### config.mk
export PLATFORM = sky130hd
export DESIGN_NAME = ex_stage
export DESIGN_NICKNAME = d
export VERILOG_FILES = /design/src/rtl/ex_stage_pkg.sv /design/src/rtl/ex_stage_mult_div.sv /design/src/rtl/ex_stage.sv
export SDC_FILE = /design/constraint.sdc
export NUM_CORES = 2
export LEC_CHECK = 0
export CORE_AREA = 4 4 230 232
export DETAILED_ROUTE_END_ITERATION = 12
export DIE_AREA = 0 0 234 236
export PLACE_DENSITY = 0.75
export SLEW_MARGIN = 40
export SYNTH_ARGS = -nofsm -noshare
export SYNTH_HDL_FRONTEND = slang
export SYNTH_SLANG_ARGS = --single-unit
### constraint.sdc
create_clock -name clock -period 6.12 [get_ports clock]
set_clock_uncertainty 0.1 [all_clocks]
set_input_delay 1.224 -clock clock [delete_from_list [all_inputs] [get_ports clock]]
set_output_delay 1.224 -clock clock [all_outputs]
set_load 0.05 [all_outputs]
### src/rtl/ex_stage_pkg.sv
// ex_stage_pkg: shared types and control-word layout for the execute stage.
//   - control word field positions (ALU op, mult/div op, immediate select,
//     immediate extension, HI/LO move op, downstream pass-through bits)
//   - ALU / mult-div / HI-LO move encodings
//   - mult/div FSM state type and a small two's-complement helper
package ex_stage_pkg;

    localparam int DATA_W           = 32;
    localparam int CONTROL_REG_SIZE = 16;

    // Control word layout
    localparam int ALU_OP_LSB  = 0;
    localparam int ALU_OP_MSB  = 3;
    localparam int MD_OP_LSB   = 4;
    localparam int MD_OP_MSB   = 6;
    localparam int ALU_SRC_IMM = 7;
    localparam int IMM_ZEXT    = 8;
    localparam int HILO_OP_LSB = 9;
    localparam int HILO_OP_MSB = 10;
    localparam int PASS_LSB    = 11;  // mem/wb controls, carried through untouched

    // ADD/ADDU and SUB/SUBU share an encoding: there is no overflow trap,
    // so the signed and unsigned forms are the same operation.
    typedef enum logic [3:0] {
        ALU_ADD  = 4'd0,
        ALU_SUB  = 4'd1,
        ALU_AND  = 4'd2,
        ALU_OR   = 4'd3,
        ALU_XOR  = 4'd4,
        ALU_NOR  = 4'd5,
        ALU_SLT  = 4'd6,
        ALU_SLTU = 4'd7,
        ALU_SLL  = 4'd8,
        ALU_SRL  = 4'd9,
        ALU_SRA  = 4'd10,
        ALU_SLLV = 4'd11,
        ALU_SRLV = 4'd12,
        ALU_SRAV = 4'd13,
        ALU_LUI  = 4'd14
    } alu_op_e;

    typedef enum logic [2:0] {
        MD_NONE  = 3'd0,
        MD_MULT  = 3'd1,
        MD_MULTU = 3'd2,
        MD_DIV   = 3'd3,
        MD_DIVU  = 3'd4
    } md_op_e;

    // HI vs LO is taken from funct bit 1 of the instruction
    // (MFHI 0x10, MTHI 0x11, MFLO 0x12, MTLO 0x13).
    typedef enum logic [1:0] {
        HILO_NONE = 2'd0,
        HILO_MF   = 2'd1,
        HILO_MT   = 2'd2
    } hilo_op_e;

    typedef enum logic {
        MD_IDLE = 1'b0,
        MD_BUSY = 1'b1
    } md_state_e;

    function automatic logic [DATA_W-1:0] negate_if(input logic [DATA_W-1:0] v,
                                                   input logic neg);
        return neg ? (~v + 1'b1) : v;
    endfunction

endpackage

### src/rtl/ex_stage_mult_div.sv
// mult_div_unit: iterative multiply/divide with the HI/LO registers.
//   clock, reset         : pipeline clock, synchronous active-high reset
//   start, op            : begin a MULT/MULTU/DIV/DIVU (honoured only when idle)
//   a, b                 : rs / rt operands, latched on the start cycle
//   mthi_we, mtlo_we,
//   mt_data              : direct HI/LO write ports (MTHI/MTLO)
//   busy                 : high while an operation is iterating
//   hi, lo               : architectural HI/LO
// Operands are reduced to magnitudes on start; signs are reapplied on the
// final iteration. MD_CYCLES must equal the data width.
module mult_div_unit
    import ex_stage_pkg::*;
#(
    parameter int MD_CYCLES = 32
) (
    input  logic        clock,
    input  logic        reset,
    input  logic        start,
    input  logic [2:0]  op,
    input  logic [31:0] a,
    input  logic [31:0] b,
    input  logic        mthi_we,
    input  logic        mtlo_we,
    input  logic [31:0] mt_data,
    output logic        busy,
    output logic [31:0] hi,
    output logic [31:0] lo
);

    localparam int CNT_W = $clog2(MD_CYCLES);

    md_state_e      state, state_nxt;
    md_op_e         op_e;
    logic [CNT_W-1:0] count;
    logic           last;

    // acc holds {partial product, multiplier} or {remainder, dividend/quotient}
    logic [63:0]    acc, acc_nxt;
    logic [31:0]    opb_r;       // multiplicand or divisor magnitude
    logic           is_div, neg_res, neg_rem, div0;

    logic           is_signed;
    logic [31:0]    a_abs, b_abs;
    logic [32:0]    add_sum;
    logic [33:0]    trial;
    logic [63:0]    prod_fix;
    logic [31:0]    q_fix, r_fix, hi_fin, lo_fin;
    logic           unused_trial_bit;

    assign op_e      = md_op_e'(op);
    assign is_signed = (op_e == MD_MULT) || (op_e == MD_DIV);
    assign a_abs     = negate_if(a, is_signed & a[31]);
    assign b_abs     = negate_if(b, is_signed & b[31]);
    assign busy      = (state == MD_BUSY);
    assign last      = busy && (count == CNT_W'(MD_CYCLES - 1));

    always_ff @(posedge clock) begin
        if (reset) state <= MD_IDLE;
        else       state <= state_nxt;
    end

    always_comb begin
        state_nxt = state;
        case (state)
            MD_IDLE: if (start) state_nxt = MD_BUSY;
            MD_BUSY: if (last)  state_nxt = MD_IDLE;
            default: state_nxt = MD_IDLE;
        endcase
    end

    // One iteration. Multiply: LSB-first shift-add. Divide: restoring,
    // using a 33-bit shifted remainder so divisors >= 2^31 work.
    always_comb begin
        add_sum = {1'b0, acc[63:32]} + (acc[0] ? {1'b0, opb_r} : 33'd0);
        trial   = {1'b0, acc[63:31]} - {2'b00, opb_r};
        if (is_div)
            acc_nxt = trial[33] ? {acc[62:0], 1'b0} : {trial[31:0], acc[30:0], 1'b1};
        else
            acc_nxt = {add_sum, acc[31:1]};
    end
    // When the subtract succeeds the difference is below the divisor, so bit 32 is 0.
    assign unused_trial_bit = trial[32];

    // Sign fix-up on the final result. A zero divisor leaves quotient all-ones
    // and remainder = |dividend|, which the remainder fix turns back into rs.
    assign prod_fix = neg_res ? (~acc_nxt + 64'd1) : acc_nxt;
    assign q_fix    = div0 ? 32'hFFFF_FFFF : negate_if(acc_nxt[31:0], neg_res);
    assign r_fix    = negate_if(acc_nxt[63:32], neg_rem);
    assign hi_fin   = is_div ? r_fix : prod_fix[63:32];
    assign lo_fin   = is_div ? q_fix : prod_fix[31:0];

    always_ff @(posedge clock) begin
        if (reset) begin
            count   <= '0;
            acc     <= '0;
            opb_r   <= '0;
            is_div  <= 1'b0;
            neg_res <= 1'b0;
            neg_rem <= 1'b0;
            div0    <= 1'b0;
            hi      <= '0;
            lo      <= '0;
        end else begin
            if (state == MD_IDLE && start) begin
                count   <= '0;
                acc     <= {32'd0, a_abs};
                opb_r   <= b_abs;
                is_div  <= (op_e == MD_DIV) || (op_e == MD_DIVU);
                neg_res <= is_signed & (a[31] ^ b[31]);
                neg_rem <= is_signed & a[31];
                div0    <= (b == 32'd0);
            end else if (busy) begin
                acc   <= acc_nxt;
                count <= count + 1'b1;
                if (last) begin
                    hi <= hi_fin;
                    lo <= lo_fin;
                end
            end
            // Moves are stalled while busy, so they never race the final write.
            if (mthi_we) hi <= mt_data;
            if (mtlo_we) lo <= mt_data;
        end
    end

endmodule

### src/rtl/ex_stage.sv
// ex_stage: MIPS execute stage (ALU, HI/LO access, mult/div stall, EX/MEM regs).
//   clock, reset : pipeline clock, synchronous active-high reset
//   insn         : instruction word (imm [15:0], shamt [10:6], funct bit 1 = LO)
//   rs_data      : rs operand (forwarded)
//   rt_data      : rt operand (forwarded)
//   control      : decode control word (layout in ex_stage_pkg)
//   alu_result   : registered ALU / HI / LO result (mem address)
//   rt_out       : registered rt_data (store data)
//   control_out  : registered control word
//   stall        : combinational; upstream holds while high
//   md_busy      : mult/div unit iterating
module ex_stage
    import ex_stage_pkg::*;
#(
    parameter int MD_CYCLES = 32
) (
    input  logic                        clock,
    input  logic                        reset,
    input  logic [31:0]                 insn,
    input  logic [31:0]                 rs_data,
    input  logic [31:0]                 rt_data,
    input  logic [CONTROL_REG_SIZE-1:0] control,
    output logic [31:0]                 alu_result,
    output logic [31:0]                 rt_out,
    output logic [CONTROL_REG_SIZE-1:0] control_out,
    output logic                        stall,
    output logic                        md_busy
);

    alu_op_e     alu_op;
    md_op_e      md_op;
    hilo_op_e    hilo_op;
    logic [31:0] opb, imm_ext, alu_out, ex_result, hi, lo;
    logic [4:0]  shamt, vshamt;
    logic        md_start, mthi_we, mtlo_we, hilo_dep;
    logic        unused_insn_bits;

    assign alu_op  = alu_op_e'(control[ALU_OP_MSB:ALU_OP_LSB]);
    assign md_op   = md_op_e'(control[MD_OP_MSB:MD_OP_LSB]);
    assign hilo_op = hilo_op_e'(control[HILO_OP_MSB:HILO_OP_LSB]);

    assign imm_ext = control[IMM_ZEXT] ? {16'd0, insn[15:0]} : {{16{insn[15]}}, insn[15:0]};
    assign opb     = control[ALU_SRC_IMM] ? imm_ext : rt_data;
    assign shamt   = insn[10:6];
    assign vshamt  = rs_data[4:0];
    assign unused_insn_bits = ^insn[31:16];

    always_comb begin
        alu_out = '0;
        case (alu_op)
            ALU_ADD:  alu_out = rs_data + opb;
            ALU_SUB:  alu_out = rs_data - opb;
            ALU_AND:  alu_out = rs_data & opb;
            ALU_OR:   alu_out = rs_data | opb;
            ALU_XOR:  alu_out = rs_data ^ opb;
            ALU_NOR:  alu_out = ~(rs_data | opb);
            ALU_SLT:  alu_out = {31'd0, $signed(rs_data) < $signed(opb)};
            ALU_SLTU: alu_out = {31'd0, rs_data < opb};
            ALU_SLL:  alu_out = rt_data << shamt;
            ALU_SRL:  alu_out = rt_data >> shamt;
            ALU_SRA:  alu_out = $unsigned($signed(rt_data) >>> shamt);
            ALU_SLLV: alu_out = rt_data << vshamt;
            ALU_SRLV: alu_out = rt_data >> vshamt;
            ALU_SRAV: alu_out = $unsigned($signed(rt_data) >>> vshamt);
            ALU_LUI:  alu_out = {insn[15:0], 16'd0};
            default:  alu_out = '0;
        endcase
    end

    assign ex_result = (hilo_op == HILO_MF) ? (insn[1] ? lo : hi) : alu_out;

    // Anything touching HI/LO waits for the unit; everything else flows past it.
    assign hilo_dep = (md_op != MD_NONE) || (hilo_op != HILO_NONE);
    assign stall    = md_busy && hilo_dep;
    assign md_start = (md_op != MD_NONE) && !md_busy;
    assign mthi_we  = !stall && (hilo_op == HILO_MT) && !insn[1];
    assign mtlo_we  = !stall && (hilo_op == HILO_MT) &&  insn[1];

    mult_div_unit #(.MD_CYCLES(MD_CYCLES)) u_md (
        .clock   (clock),
        .reset   (reset),
        .start   (md_start),
        .op      (control[MD_OP_MSB:MD_OP_LSB]),
        .a       (rs_data),
        .b       (rt_data),
        .mthi_we (mthi_we),
        .mtlo_we (mtlo_we),
        .mt_data (rs_data),
        .busy    (md_busy),
        .hi      (hi),
        .lo      (lo)
    );

    // A stalled instruction leaves a bubble; decode re-presents it next cycle.
    always_ff @(posedge clock) begin
        if (reset || stall) begin
            alu_result  <= '0;
            rt_out      <= '0;
            control_out <= '0;
        end else begin
            alu_result  <= ex_result;
            rt_out      <= rt_data;
            control_out <= control;
        end
    end

endmodule

==> reports/summary.txt <==
status -> finished, final reports clean
post-CTS setup buffers -> 0
endpoints failing setup -> 0
H-tree depth -> 1
routed wire length -> 129,000 um
Layout area overhead -> 15.3%
Via density -> 6.87
Post-Syn Area -> 0.0278 sq mm
Worst Hold End -> u_md.neg_res$_SDFFE_PP0P_
vias in the first global route -> 28,878
Primary FF master, synth -> dfxtp_1
clock-pin transition on the worst setup and hold timing paths -> 0.06 ns
mean post-synth cell area -> 7.32 sq um
Yosys reg bits -> 250
minimum clock period -> 5.66 ns
Synth area leaders -> dfxtp_1 18%, mux2i_1 12%, ha_1 7.5%
Worst setup EP type -> flop
DR iter-0 viols -> 4,899
Initial Util -> 54.6%
CP max FO -> 6
CTS Hold Bufs -> 0
Period Utilization, post-route -> 92.4%
Synth cell types -> 92
synth warn -> 0
layout cells sized above 1 -> 9.19%
Die Width -> 234 um
Post-synth EDFFs -> 0
# nets final -> 4,203
Routed Antenna Nets -> 0
PD cells -> 204 mW/mm^2
PostCTS Resize Cnt -> 0
Clk Latency, worst-skew pair -> 0.63 ns
combinational share of power -> 43.4%
dpl hpwl -> 100,000 um
r2r startpoint -> u_md.opb_r[10]$_SDFFE_PP0P_
area leader, netlist -> dfxtp_1
max_cap viols -> 0
Worst R2R Path Depth -> 19
worst hold path depth -> 2
leakage -> 13.4 nW
clk sinks -> 250
crit path DAT -> 6.12 ns
power share of the sequential group -> 27.5%
I/O Pins -> 196
top cell type's share of synthesized area -> 18.0%
syn_nets -> 4,085
Mapped Cells -> 3,801
CTS Buffer Depth -> 3
sequential area share after synthesis -> 18.0%
Finished Layout Cells -> 4,626
reg2reg end -> u_md.hi[28]$_SDFFE_PP0P_
CTS buffer count -> 30
Slew Limit Fails -> 0
vias post-DR -> 31,778
ys async rst share -> 0%
CTS tree -> yes
fmax -> 177 MHz
drt pass-1 iters -> 9
RSZ-0062 raised after global routing -> false
Hold Crit Start -> u_md.neg_res$_SDFFE_PP0P_
largest net degree at the start of global routing -> 78
Hold Vio Cnt, Final -> 0
die area -> 0.0552 sq mm
Placed Cells -> 4,567
Root Buffer -> clkbuf_16
total net switching power -> 2.77 mW
Setup TNS -> 0 ns
r2r setup slk -> 0.46 ns
clock power share -> 29.1%
first-pass GRT wire length -> 187,000 um
gr ovfl total -> 0
class of the worst hold path -> reg -> reg
Die Span Y -> 236 um
drc violations -> 0
GRT Util Overall -> 44.2%
global placer's final weighted congestion -> 1.10
CP Class -> reg -> reg
IO buf count -> 179
Rel. slew slack -> 41.0%
peak supply drop -> 0.000287 V
CORE AREA -> 0.0510 sq mm
per-cell routed wire length -> 27.8 um
num rows -> 83
fraction of power spent switching nets -> 42.3%
Startpoint Class -> flop
Slew @ Worst Pin -> 0.885 ns
CP Data Required Time -> 6.59 ns
Internal Power -> 3.78 mW
initial antenna violation count -> 7
==> through the flow <==
step / cell area (sq um) / hold WS [ns] / util [%] / total power [mW] / setup WS, ns
6_report: 32100 / 0.379 / 62.9 / 6.55 / 0.463
5_1_grt: 32100 / 0.408 / 62.9 / 6.78 / 0.0316
2_1_floorplan: 27800 / 0.340 / - / 3.58 / 0.617
4_1_cts: 32100 / 0.373 / 62.9 / 6.45 / 0.560
3_3_place_gp: 31000 / 0.355 / 60.8 / 4.55 / 0.163
3_5_place_dp: 31000 / 0.365 / 60.9 / 4.56 / 0.220
==> power by group through the flow <==
stage | Clock [mW] | Combinational [mW] | Sequential [mW]
floorplan | 0 | 1.68 | 1.90
global placement | 0 | 2.72 | 1.83
detailed placement | 0 | 2.73 | 1.83
CTS | 1.91 | 2.75 | 1.80
global route | 1.97 | 3.00 | 1.81
finish | 1.90 | 2.85 | 1.80
==> state kept, by name (all words and copies together), names as in the netlist, 5 cells and up <==
| signal | flops |
|---|---|
| u_md.acc | 64 |
| alu_result | 32 |
| rt_out | 32 |
| u_md.hi | 32 |
| u_md.lo | 32 |
| u_md.opb_r | 32 |
| control_out | 16 |
| u_md.count | 5 |
==> layer usage <==
| layer | up-vias | GRT usage [%] | wire length, um |
|---|---|---|---|
| met5 | - | 0 | 0 |
| met4 | 0 | 27.7 | 10200 |
| met3 | 451 | 9.92 | 14700 |
| met2 | 2101 | 66.0 | 54600 |
| met1 | 14968 | 57.4 | 49200 |
| li1 | 14258 | - | - |
==> cells in the final DEF, fill, tap and decap left out, types with 27 or more instances in the layout <==
cell type / n
xnor2_1: 90
mux2_2: 46
ha_1: 166
nand4_1: 28
buf_4: 188
o211ai_1: 32
nand2_1: 339
a22oi_1: 38
o21ai_0: 211
a31oi_1: 51
o21a_1: 36
mux2i_1: 316
nand2b_1: 34
nor3_1: 69
a21oi_1: 309
a211oi_1: 111
dfxtp_1: 248
and2_1: 95
a21o_1: 50
o31ai_1: 34
inv_1: 166
xor2_1: 59
nor4_1: 27
o22ai_1: 29
clkbuf_16: 30
a221oi_1: 65
nor2_1: 362
nor2b_1: 27
clkdlybuf4s50_1: 177
nand3_1: 79
and3_1: 29
==> final cells by class <==
type,instances,area (sq um)
multi-input combinational,3102,21300
clock buffer,34,786
fill,4647,18900
antenna,5,12.5
clock inverter,20,236
sequential,250,5010
inverter,166,623
tap,680,851
timing repair buffer,369,3250
==> cell families after synthesis <==
family,share of synthesized area [%]
AOI/OAI and AO/OA,29.4
xor gates and xnor gates,4.69
adders and majority gates,7.75
buffers and inverters,6.12
DFF,18.0
muxes,13.8
and+or+nand+nor,20.2
==> worst max-delay path by stage <==
stage                                     start                   endpoint  slack [ns]  depth (start not counted)
finish              u_md.opb_r[10]$_SDFFE_PP0P_   u_md.hi[28]$_SDFFE_PP0P_        0.46                         19
global placement                     rt_data[1]  alu_result[28]$_SDFF_PP0_        0.16                         19
CTS                 u_md.opb_r[10]$_SDFFE_PP0P_   u_md.lo[28]$_SDFFE_PP0P_        0.56                         17
global route        u_md.opb_r[10]$_SDFFE_PP0P_   u_md.hi[28]$_SDFFE_PP0P_        0.03                         19
detailed placement                   rt_data[1]  alu_result[28]$_SDFF_PP0_        0.22                         19
floorplan                               insn[1]  alu_result[31]$_SDFF_PP0_        0.62                         18
==> Yosys cell counts (24+ instances only) <==
master    count
nor2_1      365
nand2_1     340
mux2i_1     324
a21oi_1     313
dfxtp_1     250
clkbuf_1    244
o21ai_0     212
ha_1        166
inv_1       166
a211oi_1    111
and2_1       96
xnor2_1      90
nand3_1      80
nor3_1       74
a221oi_1     65
xor2_1       59
a31oi_1      51
a21o_1       50
mux2_2       46
a22oi_1      38
o21a_1       36
nand2b_1     34
o31ai_1      34
o211ai_1     32
buf_1        30
and3_1       29
nor4_1       29
o22ai_1      29
nand4_1      28
nor2b_1      27
or3_1        26
o21bai_1     24
==> worst max-delay path, stage by stage, from the launching register on <==
cell	delay, ns
dfxtp_1	0.35
inv_1	0.06
ha_1	0.37
a211oi_1	0.34
o21ai_0	0.25
a21o_1	0.28
o31ai_2	0.49
a31oi_1	0.28
o21ai_0	0.29
ha_1	0.26
nand3_1	0.22
nor3_1	0.37
nand2_1	0.21
o21ai_1	0.27
nand2_1	0.17
a21oi_1	0.23
o2111ai_1	0.22
or4_1	0.46
a221o_1	0.35
o21ai_2	0.06
Note: power is estimated with default switching activity, not from simulation.
